### src/rtl/mem_arb_pkg.sv
// Shared constants, FSM state type and id-width helper for the memory-access arbiter.
package mem_arb_pkg;

   localparam int ARB_FIXED = 0;
   localparam int ARB_RR    = 1;

   typedef enum logic {IDLE, BUSY} arb_state_t;

   function automatic int calc_idw(input int n);
      return (n <= 2) ? 1 : $clog2(n);
   endfunction

endpackage

### src/rtl/mem_arbiter_param_if.sv
// Request/release/grant bundle between the masters and the arbiter.
interface mem_arbiter_param_if #(
   parameter int NUM_REQ = 4,
   parameter int IDW     = mem_arb_pkg::calc_idw(NUM_REQ)
);
   logic [NUM_REQ-1:0] req;
   logic [NUM_REQ-1:0] done;
   logic [NUM_REQ-1:0] grant;
   logic               grant_valid;
   logic [IDW-1:0]     grant_id;
   logic               timeout;

   modport master (output req, done, input grant, grant_valid, grant_id, timeout);
   modport slave  (input req, done, output grant, grant_valid, grant_id, timeout);
endinterface

### src/rtl/mem_arb_pick.sv
// Combinational winner search: first set request after start, wrapping, with one index masked.
// Fixed priority is the same search started just below index 0.
module mem_arb_pick #(
   parameter int NUM_REQ = 4,
   parameter int IDW     = 2
) (
   input  logic [NUM_REQ-1:0] req,
   input  logic               mask_en,
   input  logic [IDW-1:0]     mask_idx,
   input  logic [IDW-1:0]     start,
   input  logic               mode,
   output logic               found,
   output logic [IDW-1:0]     winner
);
   logic [NUM_REQ-1:0] cand;
   logic [IDW-1:0]     idx;
   int                 base;

   always_comb begin
      cand = req;
      if (mask_en) cand[mask_idx] = 1'b0;
      base   = mode ? int'(start) : NUM_REQ - 1;
      found  = 1'b0;
      winner = '0;
      idx    = '0;
      for (int k = 1; k <= NUM_REQ; k++) begin
         idx = IDW'((base + k) % NUM_REQ);
         if (!found && cand[idx]) begin
            found  = 1'b1;
            winner = idx;
         end
      end
   end
endmodule

### src/rtl/mem_arbiter_param.sv
// N-way memory arbiter, fixed or round-robin, grant held until done/req-drop/hold limit.
// Grant registered one edge after request; handoff to the next winner on the release edge.
module mem_arbiter_param
   import mem_arb_pkg::*;
#(
   parameter int NUM_REQ  = 4,
   parameter int MODE     = 0,
   parameter int MAX_HOLD = 16
) (
   input  logic               clk,
   input  logic               reset_n,
   mem_arbiter_param_if.slave bus
);
   localparam int IDW = calc_idw(NUM_REQ);
   localparam int HCW = (MAX_HOLD < 2) ? 1 : $clog2(MAX_HOLD);
   localparam logic [NUM_REQ-1:0] ONE = NUM_REQ'(1);

   arb_state_t         state;
   logic [HCW-1:0]     hold_cnt;
   logic [IDW-1:0]     rr_ptr;
   logic [NUM_REQ-1:0] grant_r;
   logic               grant_valid_r;
   logic [IDW-1:0]     grant_id_r;
   logic               timeout_r;

   logic               owner_done, owner_req, hold_hit, rel;
   logic               found;
   logic [IDW-1:0]     winner;

   assign owner_done = bus.done[grant_id_r];
   assign owner_req  = bus.req[grant_id_r];
   assign hold_hit   = (MAX_HOLD != 0) && (hold_cnt == HCW'(MAX_HOLD - 1));
   assign rel        = (state == BUSY) && (owner_done || !owner_req || hold_hit);

   mem_arb_pick #(.NUM_REQ(NUM_REQ), .IDW(IDW)) u_pick (
      .req      (bus.req),
      .mask_en  (state == BUSY),
      .mask_idx (grant_id_r),
      .start    (rr_ptr),
      .mode     (MODE == ARB_RR),
      .found    (found),
      .winner   (winner)
   );

   always_ff @(posedge clk or negedge reset_n) begin
      if (!reset_n) begin
         state         <= IDLE;
         hold_cnt      <= '0;
         rr_ptr        <= IDW'(NUM_REQ - 1);
         grant_r       <= '0;
         grant_valid_r <= 1'b0;
         grant_id_r    <= '0;
         timeout_r     <= 1'b0;
      end else begin
         timeout_r <= 1'b0;
         if (state == IDLE || rel) begin
            // Only a pure hold-limit release is reported as a timeout.
            if (rel) timeout_r <= hold_hit && !owner_done && owner_req;
            if (found) begin
               state         <= BUSY;
               hold_cnt      <= '0;
               rr_ptr        <= winner;
               grant_r       <= ONE << winner;
               grant_valid_r <= 1'b1;
               grant_id_r    <= winner;
            end else begin
               state         <= IDLE;
               hold_cnt      <= '0;
               grant_r       <= '0;
               grant_valid_r <= 1'b0;
               grant_id_r    <= '0;
            end
         end else if (hold_cnt != '1) begin
            hold_cnt <= hold_cnt + 1'b1;
         end
      end
   end

   assign bus.grant       = grant_r;
   assign bus.grant_valid = grant_valid_r;
   assign bus.grant_id    = grant_id_r;
   assign bus.timeout     = timeout_r;
endmodule

### src/flat_wrapper.sv
// flat-port wrapper written by rule: the top's interface ports become plain ports
module mem_arbiter_param_flat import mem_arb_pkg::*;
#(
   parameter int NUM_REQ  = 4,
   parameter int MODE     = 0,
   parameter int MAX_HOLD = 16
)
  (clk, reset_n, bus_req, bus_done, bus_grant, bus_grant_valid, bus_grant_id, bus_timeout);
  mem_arbiter_param_if #(.NUM_REQ(NUM_REQ)) bus_i ();
  input  logic clk;
  input  logic reset_n;
  input wire logic [$bits(bus_i.req)-1:0] bus_req;
  input wire logic [$bits(bus_i.done)-1:0] bus_done;
  output wire logic [$bits(bus_i.grant)-1:0] bus_grant;
  output wire logic [$bits(bus_i.grant_valid)-1:0] bus_grant_valid;
  output wire logic [$bits(bus_i.grant_id)-1:0] bus_grant_id;
  output wire logic [$bits(bus_i.timeout)-1:0] bus_timeout;
  assign bus_i.req = bus_req;
  assign bus_i.done = bus_done;
  assign bus_grant = bus_i.grant;
  assign bus_grant_valid = bus_i.grant_valid;
  assign bus_grant_id = bus_i.grant_id;
  assign bus_timeout = bus_i.timeout;
  mem_arbiter_param #(.NUM_REQ(NUM_REQ), .MODE(MODE), .MAX_HOLD(MAX_HOLD)) u_core (.clk(clk), .reset_n(reset_n), .bus(bus_i));
endmodule
### config.mk
export PLATFORM = sky130hd
export DESIGN_NAME = mem_arbiter_param_flat
export DESIGN_NICKNAME = d
export VERILOG_FILES = /design/src/rtl/mem_arb_pkg.sv /design/src/rtl/mem_arbiter_param_if.sv /design/src/rtl/mem_arb_pick.sv /design/src/rtl/mem_arbiter_param.sv /design/src/flat_wrapper.sv
export SDC_FILE = /design/constraint.sdc
export NUM_CORES = 1
export LEC_CHECK = 0
export BUFFER_PORTS_ARGS = -buffer_cell sky130_fd_sc_hd__buf_2
export CAP_MARGIN = 25
export CORE_ASPECT_RATIO = 1.5
export CORE_MARGIN = 4
export CORE_UTILIZATION = 27
export DETAILED_ROUTE_END_ITERATION = 8
export SYNTH_ARGS = -nofsm -noshare
export SYNTH_HDL_FRONTEND = slang
export SYNTH_HIERARCHICAL = 1
export SYNTH_SLANG_ARGS = --single-unit
### constraint.sdc
create_clock -name clk -period 3.2 [get_ports clk]
set_input_delay 0.64 -clock clk [delete_from_list [all_inputs] [get_ports clk]]
set_output_delay 0.64 -clock clk [all_outputs]
set_load 0.005 [all_outputs]
[After elaboration in Yosys (flattened, before gate mapping)]
Index checks and enable logic that the tools add are counted.
Operators by class
  reductions and logical operators: 16
  add/sub/neg operators: 1
  bitwise gates (word level): 3
  equality and inequality tests: 2
  $lt $le $gt $ge: 2
  multiply operators: 0
  shift-type cells: 1
  divide/modulo/power cells: 0
  mux-type cells: 21
Operators with widths (number)
  $mux W4: 4
  $mux W1: 11
  $logic_and A1 B1 Y1: 7
  $mux W2: 3
  $logic_not A1 Y1: 5
  $add A4 B1 Y4 const B: 1
  $and A4 B4 Y4: 1
  $bmux W1 S2: 2
  $eq A4 B4 Y1 const B: 1
  $ne A4 B4 Y1 const B: 1
  $not A4 Y4: 1
  $shl A1 B2 Y4 const A: 1
  $logic_or A1 B1 Y1: 3
  $lt A2 B3 Y1 const B: 1
  $demux W1 S2: 1
  $ge A2 B1 Y1 const B: 1
  $reduce_bool A2 Y1: 1
  $not A1 Y1: 1
Word-level totals
  bits in read-only memories: 0
  output and inout port bits: 8
  memories: 0
  bits in latches: 0
  register bits after elaboration: 12
  RAM bits: 0

[Longest topological paths before layout]
  depth in word-level cells: 19
  depth in mapped cells: 10
  depth with buffers taken out: 9

[Cells and area by module]
Netlist, hierarchy kept.
Modules (own cells, without submodules)
  mem_arbiter_param: cells an instance 52, instances 1, area each 695.7 µm²
  mem_arb_pick: cells an instance 51, instances 1, area each 385.4 µm²

[Worst setup path after synthesis]
No wires, ideal clock.
  path type: reg2reg
  start: reg u_core.grant_id_r[0], in the netlist u_core/bus.grant_id[0]
  end: reg u_core.grant_r[2], in the netlist u_core/bus.grant[2]
  path buffers: 0
  cell stages (with the launch flop): 10
  arrival: 2.218 ns
  slack: 0.857 ns
  period minus slack after synthesis: 2.343 ns
  setup time: 0.125 ns
  path through: dfrtp_1 -> nand3b_1 -> a32oi_1 -> a21oi_1 -> a2111oi_4 -> o21ai_0 -> a32o_1 -> and2_1 -> and2_1 -> mux2_4
On the way
  cells in the longest elaborated chain, start to end: 19
  elaborated cells on any way between the ends: 32
RTL lines
  from (decl): RTL line mem_arbiter_param.sv:23  | logic [IDW-1:0] grant_id_r;
  from (signal assigned): RTL line mem_arbiter_param.sv:65  | grant_id_r <= winner;
  $lt A2 B3 Y1 (implied by the code) / $ge A2 B1 Y1 (equally long branches): RTL line mem_arb_pick.sv:21  | if (mask_en) cand[mask_idx] = 1'b0;
  $logic_and A1 B1 Y1 (implied by the code): RTL line mem_arb_pick.sv:21
  $mux W1 (implied by the code): RTL line mem_arb_pick.sv:21
  $demux W1 S2 *: RTL line mem_arb_pick.sv:21
  $not A4 Y4 (no line) *
  $and A4 B4 Y4 (no line) *
  $mux W4 *: RTL line mem_arb_pick.sv:21
  $mux W1: RTL line mem_arb_pick.sv:28  | if (!found && cand[idx]) begin
  (+4 left out)
  $logic_and A1 B1 Y1: RTL line mem_arb_pick.sv:28
  $mux W1: RTL line mem_arb_pick.sv:28
  $logic_not A1 Y1: RTL line mem_arb_pick.sv:28
  $logic_and A1 B1 Y1: RTL line mem_arb_pick.sv:28
  $mux W2 *: RTL line mem_arb_pick.sv:28
  net u_core.winner[1]: RTL line mem_arbiter_param.sv:28  | logic [IDW-1:0] winner;
  $shl A1 B2 Y4 *: RTL line mem_arbiter_param.sv:63  | grant_r <= ONE << winner;
  $mux W4 *: RTL line mem_arbiter_param.sv:59  | if (found) begin
  to (signal assigned): RTL line mem_arbiter_param.sv:63
  to (decl): RTL line mem_arbiter_param.sv:21  | logic [NUM_REQ-1:0] grant_r;
The timed path passes the listed nets; every way through them passes the cells marked *. The select of a mux whose other input is x is not followed.
A chain may end at the register's enable or synchronous reset.

[Worst setup path in the final report]
  start: reg u_core.grant_id_r[1], in the netlist u_core/bus.grant_id[1]
  end: reg u_core.grant_r[2], in the netlist u_core/bus.grant[2]
Same word-level chain as after synthesis.

==> results list <==
- Power spread over the standard cell area amounts to 1050 nW/um2.
- Utilization after layout: 33.8%
- Post-route clock period utilization: 83.3%
* Largest net degree at the start of global routing: 15
- MaxCap Viol Count: 0
- STA puts the critical path data arrival time at 2790 ps.
- By instance count, the cell type seen most on the critical path is and2_1.
- Setup repair after global routing left no endpoint under its margin.
- Dividing the synthesized area by the synthesized cell count gives 10.5 um2.
- Once the floorplan was initialized, standard cells occupied 28.6% of the core.
* Clock-pin transition on the worst setup and hold timing paths: 60 ps
- Antenna violations before repair: 0
* Number of buffers inserted for hold repair after clock tree synthesis: 0
* Result of the run: finished, final reports clean
- In this run the tightest slew margin relative to its limit is 51.0%.
* Pin slew with the least headroom to its limit: 733 ps
* Detailed Route Iter0 Violations: 28
- Counting flops with a built-in enable in the synthesized netlist gives 0.
* Vias/cell: 5.14
* Ports: 18
* Antenna Cells: 0
- Global-route wire length before repair: 4230 um
- Seq cells post-synth: 14
- Count of H-tree levels built during CTS: 1
- Share of total power in combinational logic: 62.9%
* Number of buffers added for setup after CTS: 0
- The most used flip-flop cell after synthesis is dfrtp_1.
* 1st-pass router iterations: 4
- TritonCTS created 3 clock buffers.
- Cell type with the largest total area after synthesis: dfrtp_1
- Final critical path time including I/O delays and setup: 2660 ps
- Highest ir drop seen on vdd: 0.476 mV
- On the critical path, the stage with the largest delay is an instance of dfrtp_1.
- The Yosys step of the flow raised 6 warnings.
- Detailed placement finished with a half-perimeter wire length of 1940 um.
* Number of cells on the worst reg-to-reg path: 9
- Number of vias after detailed routing: 874
- In this run the tool buffered the top-level ports with 17 buffer cells.
* Placer congestion estimate: 0.779
- In this run the power spent charging and discharging nets is 0.000573 W.
* Slowest cell delay on critical path: 570 ps
- P&R area growth vs syn: 18.3%
* Post-layout nets: 139
- Dividing the detail-routed wire length by the instance count gives 14.9 um.
- The critical path crosses 9 cells after its start point.
* Residual antenna-violating net count after detailed routing: 0
- In this run the clock root is driven by a clkbuf_8.
- The clock passes through at most 2 buffers.
- Cell internal power was estimated by the tool at 0.000769 W.
- The clock arrives with 3.66 ps of skew.
* Multi-input gate area in the final layout: 721 um2
- Dominant cells by area after synthesis: dfrtp_1 28%, mux2_4 9.7%, dfstp_2 4.9%
- In this run the cell area of the synthesized design comes to 1080 um2.
* Share of synthesized area occupied by flip-flops and latches: 32.6%
- The number of global-route vias before repair is 909.
* Cell count after synthesis: 103
- Area enclosed by the die boundary: 5100 um2
* Buf+Inv Stages, Crit Path: 0
- For this run, asynchronously set or reset flops after synthesis account for 100%.
- Leak: 0.565 nW
- Of all nets on the critical path, the largest fanout is 10.
* Gates resized, CTS repair: 0
- Endpoint class of the critical path: register
- In this run the core area contains 27 standard-cell rows.
* FILL cells: 412
* Max frequency: 375 MHz
- Switching Fraction: 42.7%
- Overall global routing resource usage: 10.3%
* # setup viols final: 0
- Layout cell share with drive strength beyond 1: 35.4%
- Startpoint Class: register
- The number of different library cells used by synthesis comes to 45.
- Data on the critical path is required at its endpoint by 3330 ps.
- TritonCTS clock tree: yes
- For this run, design rule violations remaining after detail routing come to 0.
- Per report_power, the sequential group accounts for 24.5% of the total.
- In this run the worst hold path is classified as in -> async.
- Traced cell by cell, the critical path runs through nand3b_1 -> a32oi_1 -> a21oi_1 -> a2111oi_4 -> o21ai_0 -> a32o_1 -> and2_1 -> and2_1 -> mux2_4.
- Of the total power, the clock network draws 12.6%.
- Count of endpoints failing hold in the final timing report: 0
- In the final timing run, aggregate negative setup slack is 0 ps.
- Latest clock arrival within the worst-skew pair: 240 ps
* Worst Path Class, Setup: reg -> reg
- From left edge to right edge, the die measures 59.7 um.
- After global routing the overflow that remains totals 0.
* Final wirelength: 2540 um
- Area share of the largest cell type after synthesis: 27.8%
- Registers take 353 um2.
* Die height: 85.5 um
- The kind of cell with the highest combined delay along the critical path is compound AO/OA/AOI/OAI gates.
* TritonCTS sink count: 14
- After floorplanning, the core was sized to cover 3780 um2.
- Final Max Slew Viols: 0
-- Yosys cell counts (2+ instances only) --
library cell and count:
dfrtp_1 12, mux2_4 7, nand2_1 6, nor3_1 6, o21ai_0 6, nand3_1 5
a21oi_1 4, nor2_1 4, nor2b_1 4, inv_1 3, mux2i_1 3, nand2b_1 3
and2_1 2, dfstp_2 2, mux2_2 2, o21ai_2 2, o2bb2ai_1 2, or2_1 2
xor2_1 2
-- state kept, by name, indices dropped and copies added (netlist names) --
register / flops
u_core/rr_ptr: 2
u_core/bus.grant_valid: 1
u_core/hold_cnt: 4
u_core/bus.grant: 4
u_core/bus.grant_id: 2
u_core/bus.timeout: 1
-- area by class of cell --
cell class,instances,area share (%)
inverter,3,0.881
multi-input combinational,89,56.4
timing repair buffer,17,6.65
tap,43,4.21
clock buffer,4,4.31
sequential,14,27.6
-- routing by layer --
metal / wire, um / track usage (%) / share of wire [%]
met1: 1010 / 11.7 / 40
met5: 0 / 0 / 0
met4: 38 / 3.63 / 1.5
met3: 122 / 1.81 / 4.8
met2: 1360 / 18.5 / 54
-- power groups by stage --
stage	combinational (W)	sequential, W	clock, W
finish	0.000844	0.000329	0.000169
global route	0.000921	0.000341	0.000183
CTS	0.000823	0.000329	0.000173
detailed placement	0.000815	0.000331	0
global placement	0.000801	0.000325	0
floorplan	0.000673	0.000316	0
-- stage by stage --
| step | area, um2 | cells | power (W) | worst slack (ps) | hold WS (ps) |
|---|---|---|---|---|---|
| after floorplan | 1100 | 108 | 0.000989 | 857 | 344 |
| after global placement | 1220 | 166 | 0.00113 | 711 | 452 |
| after detailed placement | 1220 | 166 | 0.00115 | 603 | 466 |
| after CTS | 1280 | 170 | 0.00133 | 589 | 294 |
| after global routing | 1280 | 170 | 0.00144 | 373 | 298 |
| final | 1280 | 170 | 0.00134 | 536 | 286 |
-- placed cells by master (no fill, tap or decap), drive strengths merged, types with 4 or more instances in the layout --
master  Yosys  routed
buf         1      17
dfrtp      12      12
mux2        9       9
o21ai       9       9
nor3        6       6
nand2       6       6
conb        1       6
nand3       5       5
nor2        5       5
clkbuf      1       4
nor2b       4       4
a21oi       4       4
-- final timing paths --
check	startpoint	to	slack, ps
min in group clk	u_core/hold_cnt[0]	u_core/hold_cnt[0]	470
max in group asynchronous	reset_n	u_core/rr_ptr[0]	2630
setup reg to reg	u_core/bus.grant_id[1]	u_core/bus.grant[2]	540
hold reg to reg	u_core/hold_cnt[0]	u_core/hold_cnt[0]	470
hold / removal	reset_n	u_core/bus.grant_id[0]	290
setup / recovery	u_core/bus.grant_id[1]	u_core/bus.grant[2]	540
-- kinds of logic (layout without fill, tap and decap cells) --
logic type | after synthesis | count (layout) | synth area share, %
and+or+nand+nor | 41 | 41 | 22.6
xor gates and xnor gates | 4 | 4 | 4.98
AOI/OAI and AO/OA | 25 | 25 | 21.3
other | 1 | 6 | 0.347
buffers and inverters | 5 | 24 | 2.43
adders and majority gates | 1 | 1 | 1.16
muxes | 12 | 12 | 14.6
DFF | 14 | 14 | 32.6
No activity file was read; power rests on OpenSTA's default activity.
